## src/rtl/mem_arbiter.sv

```systemverilog
// Shares one variable-latency memory port between the instruction-fetch (read-only) side and the data side.
// Data side has priority; fetch wins after MAX_D_STREAK consecutive data grants, and a missing ack ends in an error completion.
module mem_arbiter #(
  parameter int WORD_LEN     = 32,
  parameter int MAX_D_STREAK = 4,
  parameter int TIMEOUT      = 64
) (
  input  logic                clk,
  input  logic                rst,
  input  logic                i_req,
  input  logic [WORD_LEN-1:0] i_addr,
  output logic [WORD_LEN-1:0] i_rdata,
  output logic                i_valid,
  output logic                i_stall,
  input  logic                d_req,
  input  logic                d_we,
  input  logic [WORD_LEN-1:0] d_addr,
  input  logic [WORD_LEN-1:0] d_wdata,
  output logic [WORD_LEN-1:0] d_rdata,
  output logic                d_valid,
  output logic                d_stall,
  output logic                err,
  output logic                mem_req,
  output logic                mem_we,
  output logic [WORD_LEN-1:0] mem_addr,
  output logic [WORD_LEN-1:0] mem_wdata,
  input  logic [WORD_LEN-1:0] mem_rdata,
  input  logic                mem_ack
);

  typedef enum logic [1:0] {IDLE, BUSY, DONE} state_t;

  localparam logic [3:0] MAX_S    = 4'(MAX_D_STREAK);
  localparam logic [7:0] TMO_LAST = 8'(TIMEOUT - 1);

  state_t              r_state;
  logic                r_gnt;
  logic [3:0]          r_d_streak;
  logic [7:0]          r_tmo;
  logic                r_i_valid;
  logic                r_d_valid;
  logic                r_err;
  logic                r_mem_req;
  logic                r_mem_we;
  logic [WORD_LEN-1:0] r_mem_addr;
  logic [WORD_LEN-1:0] r_mem_wdata;
  logic [WORD_LEN-1:0] r_i_rdata;
  logic [WORD_LEN-1:0] r_d_rdata;
  logic                w_pick_d;

  // D wins unless fetch is also waiting and has already been passed over MAX_D_STREAK times
  assign w_pick_d = d_req & (~i_req | (r_d_streak != MAX_S));

  always_ff @(posedge clk or posedge rst) begin
    if (rst) begin
      r_state     <= IDLE;
      r_gnt       <= 1'b0;
      r_d_streak  <= '0;
      r_tmo       <= '0;
      r_i_valid   <= 1'b0;
      r_d_valid   <= 1'b0;
      r_err       <= 1'b0;
      r_mem_req   <= 1'b0;
      r_mem_we    <= 1'b0;
      r_mem_addr  <= '0;
      r_mem_wdata <= '0;
      r_i_rdata   <= '0;
      r_d_rdata   <= '0;
    end else begin
      r_i_valid <= 1'b0;
      r_d_valid <= 1'b0;
      r_err     <= 1'b0;
      case (r_state)
        IDLE: begin
          if (i_req | d_req) begin
            r_state   <= BUSY;
            r_mem_req <= 1'b1;
            r_tmo     <= '0;
            r_gnt     <= w_pick_d;
            if (w_pick_d) begin
              r_mem_addr  <= d_addr;
              r_mem_we    <= d_we;
              r_mem_wdata <= d_we ? d_wdata : '0;
              if (!i_req)
                r_d_streak <= '0;
              else if (r_d_streak != MAX_S)
                r_d_streak <= r_d_streak + 4'd1;
            end else begin
              r_mem_addr  <= i_addr;
              r_mem_we    <= 1'b0;
              r_mem_wdata <= '0;
              r_d_streak  <= '0;
            end
          end
        end
        BUSY: begin
          if (mem_ack) begin
            if (!r_mem_we) begin
              if (r_gnt) r_d_rdata <= mem_rdata;
              else       r_i_rdata <= mem_rdata;
            end
            r_mem_req   <= 1'b0;
            r_mem_we    <= 1'b0;
            r_mem_wdata <= '0;
            r_i_valid   <= ~r_gnt;
            r_d_valid   <= r_gnt;
            r_state     <= DONE;
          end else if (r_tmo == TMO_LAST) begin
            r_mem_req <= 1'b0;
            r_err     <= 1'b1;
            r_i_valid <= ~r_gnt;
            r_d_valid <= r_gnt;
            r_state   <= DONE;
          end else begin
            r_tmo <= r_tmo + 8'd1;
          end
        end
        DONE:    r_state <= IDLE;
        default: r_state <= IDLE;
      endcase
    end
  end

  assign i_rdata   = r_i_rdata;
  assign d_rdata   = r_d_rdata;
  assign i_valid   = r_i_valid;
  assign d_valid   = r_d_valid;
  assign err       = r_err;
  assign mem_req   = r_mem_req;
  assign mem_we    = r_mem_we;
  assign mem_addr  = r_mem_addr;
  assign mem_wdata = r_mem_wdata;
  assign i_stall   = i_req & ~r_i_valid;
  assign d_stall   = d_req & ~r_d_valid;

endmodule

```

## config.mk

```make
export PLATFORM = sky130hd
export DESIGN_NAME = mem_arbiter
export DESIGN_NICKNAME = d
export VERILOG_FILES = /design/src/rtl/mem_arbiter.sv
export SDC_FILE = /design/constraint.sdc
export NUM_CORES = 1
export LEC_CHECK = 0
export ABC_CLOCK_PERIOD_IN_PS = 4200
export BUFFER_PORTS_ARGS = -buffer_cell sky130_fd_sc_hd__buf_2
export CAP_MARGIN = 15
export CORE_MARGIN = 8
export CORE_UTILIZATION = 35
export CTS_BUF_LIST = sky130_fd_sc_hd__clkbuf_4
export DETAILED_ROUTE_END_ITERATION = 10
export GPL_ROUTABILITY_DRIVEN = 0
export PLACE_DENSITY = 0.72
export SLEW_MARGIN = 10
export SYNTH_ARGS = -nofsm -noshare
export SYNTH_HDL_FRONTEND = slang
export SYNTH_SLANG_ARGS = --single-unit
```

## constraint.sdc

```tcl
create_clock -name clk -period 4.2 [get_ports clk]
set_input_delay 0 -clock clk [delete_from_list [all_inputs] [get_ports clk]]
set_output_delay 0 -clock clk [all_outputs]
set_load 0.01 [all_outputs]
```

# Word-level counts from Yosys, hierarchy flattened
# Cells that the tools add are included.
op_classes:
  addsub: 2
  eq_ne: 9
  muxes: 34
  bitwise_logic: 10
  reduce_logical: 10
op_table:
  columns: ["operator", "n"]
  rows:
  - ["2-to-1 mux 32 bit", 5]
  - ["case mux 32 bit (2 select lines)", 1]
  - ["2-to-1 mux 8 bit", 3]
  - ["case mux 8 bit (2 select lines)", 1]
  - ["2-to-1 mux 1 bit", 15]
  - ["2-to-1 mux 4 bit", 3]
  - ["AND reduction 4 bit", 3]
  - ["AND reduction 3 bit", 3]
  - ["adder 8 x 1 -> 8 bit (second input constant)", 1]
  - ["equality test 8 x 6 -> 1 bit (second input constant)", 1]
  - ["!= test 2 bit (second input constant)", 4]
  - ["2-to-1 mux 2 bit", 3]
  - ["inverter 1 bit", 5]
  - ["adder 4 x 1 -> 4 bit (second input constant)", 1]
  - ["!= test 4 x 3 -> 1 bit (second input constant)", 1]
  - ["case mux 1 bit (2 select lines)", 2]
  - ["case mux 2 bit (2 select lines)", 1]
  - ["AND reduction 2 bit", 2]
  - ["AND 1 bit", 3]
  - ["!= test 3 x 2 -> 1 bit (second input constant)", 1]
  - ["!= test 3 bit (second input constant)", 1]
  - ["equality test 2 x 1 -> 1 bit (second input constant)", 1]
  - ["logical NOT 2 bit", 1]
  - ["OR 1 bit", 2]
  - ["nonzero test 2 bit", 1]
word_totals:
  reg_bits: 148
  in_bits: 134
  output_inout_bits: 135
  elab_cells: 78

# Longest topological paths before layout
depth:
  depth_word: 6
  ltp_mapped: 7
  ltp_nobuf: 6

# Worst setup path before layout
# Ideal clock, no wire load.
synth_timing:
  kind: "reg-to-reg"
  startpoint: "reg r_state[0]"
  endpoint: "reg r_i_rdata[1], in the netlist i_rdata[1]"
  setup_ns: 0.125
  arrival_ns: 1.596
  t_required_ns: 4.075
  path_slack_ns: 2.479
  path_stages_with_launch: 6
  path_buffers: 2
  synth_period_minus_slack_ns: 1.721
  path_cell_list: "dfrtp_1 -> nor2b_1 -> buf_2 -> nor4b_4 -> buf_2 -> mux2_2"
synth_between:
  elab_chain_len: 2
synth_lines:
  columns: ["element", "line", "text"]
  rows:
  - ["start: declaration", "36", "state_t r_state;"]
  - ["start signal: assignment", "56", "r_state <= IDLE;"]
  - ["start signal: assignment", "76", "r_state <= BUSY;"]
  - ["start signal: assignment", "107", "r_state <= DONE;"]
  - ["equality test 2 x 1 -> 1 bit", "73", "case (r_state)"]
  - ["AND reduction 4 bit (no line)", null, null]
  - ["end signal: assignment", "100", "else r_i_rdata <= mem_rdata;"]
  - ["end: declaration", "47", "logic [WORD_LEN-1:0] r_i_rdata;"]
# No other way between the ends.
# A chain may end at the register's enable or synchronous reset.

# Worst setup path in the final report
layout_timing:
  startpoint: "reg r_state[0]"
  endpoint: "reg r_d_streak[3]"
layout_between:
  elab_chain_len: 2
layout_lines:
  columns: ["element", "line", "text"]
  rows:
  - ["logical NOT 2 bit", "73", null]
  - ["AND reduction 3 bit (no line)", null, null]
  - ["end signal: assignment", "87", "r_d_streak <= r_d_streak + 4'd1;"]
  - ["end: declaration", "38", "logic [3:0] r_d_streak;"]
# No other way between the ends.

==> flow_summary.json <==
{
  "clock_tree_skew_after_final_layout_ps": 20.80,
  "layout_setup_ws_ps": 1427,
  "r2r_slack_ps": 1430,
  "synth_warnings": 0,
  "clockRootBuffer": "clkbuf_4",
  "hold_violations": 0,
  "syn_area_sq_mm": 0.005963,
  "cts_setup_buffers": 0,
  "period_needed_ps": 2773,
  "ys_seq_area_share_pct": 62.11,
  "antenna_violating_nets_post_route": 0,
  "worst-r2r-cell-count": 4,
  "crit_path_start": "r_state[0]$_DFFE_PP0P_",
  "1st_iter_drt_viols": 141,
  "routed_wire_length_per_instance_um": 17.15,
  "tritoncts": "built",
  "drt_pass1_iterations": 4,
  "syn_inst": 446,
  "placed_area_sq_mm": 0.007491,
  "core_region_area_sq_mm": 0.01664,
  "final-setup-viol-count": 0,
  "tightestPinTransition_ps": 1094,
  "timing.critical_path.required_ps": 4660,
  "clk_pin_slew_ps": 110,
  "antenna_violations_before_repair": 2,
  "worstReg2RegEnd": "r_d_streak[3]$_DFFE_PP0P_",
  "finalPower_mw": 5.342,
  "clk-insertion-delay-late_ps": 530,
  "global_route.overflow_total": 0,
  "crit_path_max_fanout": 74,
  "min_to": "mem_we$_DFFE_PP0P_",
  "num_vias": 5105,
  "routed_wirelength_um": 18480,
  "layout_commonest_cell": "buf_2",
  "vdd_ir_drop_max_mv": 0.2613,
  "hold_depth": 4,
  "dominantRegCellSynth": "dfrtp_1",
  "first_global_vias": 5740,
  "design_area_sq_mm": 0.009121,
  "final.period_utilization_pct": 66.03,
  "cts_hold_repair.buffers": 134,
  "boundaryPins": 269,
  "floorplan.die_area_sq_mm": 0.02147,
  "final_nets": 983,
  "synth-edff-count": 0,
  "initial_core_util_pct": 35.83,
  "num_rows": 47,
  "cp-start-kind": "register",
  "yosysUniqueCellTypes": 40,
  "grt_max_degree": 114,
  "nFillCells": 1345,
  "drc": 0,
  "cts-root-to-sink-buffers": 2,
  "grt_first_pass_wirelength_um": 29940,
  "reg2reg_from": "r_state[0]$_DFFE_PP0P_",
  "pre_cts_ws_ps": 1788,
  "leakagePower_nw": 4.611,
  "max_cap_violations": 0,
  "syn_avg_cell_area_sq_um": 13.37,
  "clkSinkCount": 148,
  "power.density_mw_per_mm2": 585.7,
  "cts-htree-levels": 4,
  "timing.critical_path.to_type": "register",
  "mappedNetlistNets": 583,
  "grt_setup_unrepaired": "false",
  "vias_per_cell": 4.736,
  "cts_inserted_buffers": 17,
  "final_layout_size_suffix_gt1_share_pct": 43.29,
  "worst-endpoint-arrival_ps": 3240,
  "final.setup.tns_ps": 0,
  "area_growth_syn_to_layout_pct": 52.96,
  "setup.worst_path.class": "register to register",
  "die_w_um": 146.5,
  "mostFrequentLayoutCells": "buf_2, dfrtp_1, dlygate4sd3_1",
  "die_height_um": 146.5,
  "final_max_slew_viol_count": 0,
  "all_layer_global_routing_usage_pct": 17.30,
  "timing.hold.worst.class": "input port to register",
  "post_cts_resized": 0,
  "ys_seq_elements": 148,
  "place_hpwl_um": 11620,
  "timing.fmax_mhz": 360.6,
  "place.port_buffers": 268,
  "final_util_pct": 54.81,
  "maxSlewHeadroom_pct": 27.09,
  "holdCritStartpoint": "d_we",
  "status": "finished clean",
  "asyncSetResetFlopFracSynth_pct": 100.0
}
[state kept, by name, summed over array words and instances, names as in the netlist]
name        count
d_rdata        32
i_rdata        32
mem_addr       32
mem_wdata      32
r_tmo           8
r_d_streak      4
r_state         2
d_valid         1
err             1
i_valid         1
mem_req         1
mem_we          1
r_gnt           1
[synthesized netlist by cell type (2+ instances only)]
cell         n  share of area (%)
buf_2       12                1.0
mux2_2      60                 11
nor2b_1      4               0.42
nor2_1       2               0.13
buf_6        3               0.57
inv_1        7               0.44
clkbuf_1    11               0.69
mux2_1       4               0.76
a22o_1      32                4.7
a31oi_1      6               0.63
o2bb2ai_1    2               0.29
mux2i_1     32                5.4
or3_1        2               0.21
and3_1       2               0.21
nand4_1      2               0.21
nand4b_1     2               0.29
and2_1       2               0.21
a21oi_1      2               0.17
o21ai_0     39                3.3
nand3_1      9               0.76
nor3_1       2               0.17
dfrtp_1    148                 62
nand2_1     41                2.6
ha_1         3               0.63
nor4b_4      2               0.80
[layout make-up]
class	instances	area, sq um	share of cell area (%)
inverters	8	35.03	0.3841
well taps	220	275.3	3.018
clock buffers	17	127.6	1.399
repair buffers	407	2720	29.82
flip-flops and latches	148	3704	40.60
multi-input cells	264	2098	23.00
clock inverters	13	158.9	1.742
diodes	1	2.502	0.02743
[where the power goes]
group          internal [mW]  switching (mW)
combinational          0.999            1.10
clock                  0.406           0.502
sequential              2.00           0.332
[worst max path at each step]
stage                                     end  slack (ps)  cells after the start
floorplan              d_rdata[0]$_DFFE_PP0P_         220                      1
global route          mem_addr[4]$_DFFE_PP0P_        1270                      7
CTS                 r_d_streak[3]$_DFFE_PP0P_        1420                      4
detailed placement   mem_wdata[6]$_DFFE_PP0P_        1790                      7
global placement    mem_wdata[19]$_DFFE_PP0P_        1850                      7
finish              r_d_streak[3]$_DFFE_PP0P_        1430                      4
[metrics by stage]
step                      std cells  hold WS [ps]
after CTS                      1077         86.99
after detailed placement        913         222.7
final                          1078         144.6
after global placement          913         216.8
after global routing           1078         95.49
after floorplan                 446         132.5
[critical path, cell delays in order, from the launching register on]
cell and delay [ps]:
dfrtp_1 460, or3_2 960, or4_1 650, nand3_1 90, dlygate4sd3_1 550
[cells by family after synthesis]
family	Yosys count	synth area share [%]
adders and majority gates	3	0.6295
and+or+nand+nor	77	6.882
AOI/OAI and AO/OA	88	10.16
DFF	148	62.11
muxes	96	17.46
buffers and inverters	34	2.770
[routing by layer]
layer | share of wire [%] | GRT usage (%) | vias up
met2 | 49 | 29.00 | 213
met5 | 0.043 | 0 | -
met4 | 2.3 | 7.367 | 2
met3 | 8.2 | 6.891 | 35
li1 | - | - | 2403
met1 | 41 | 19.16 | 2452
(Power assumes the default switching activity.)
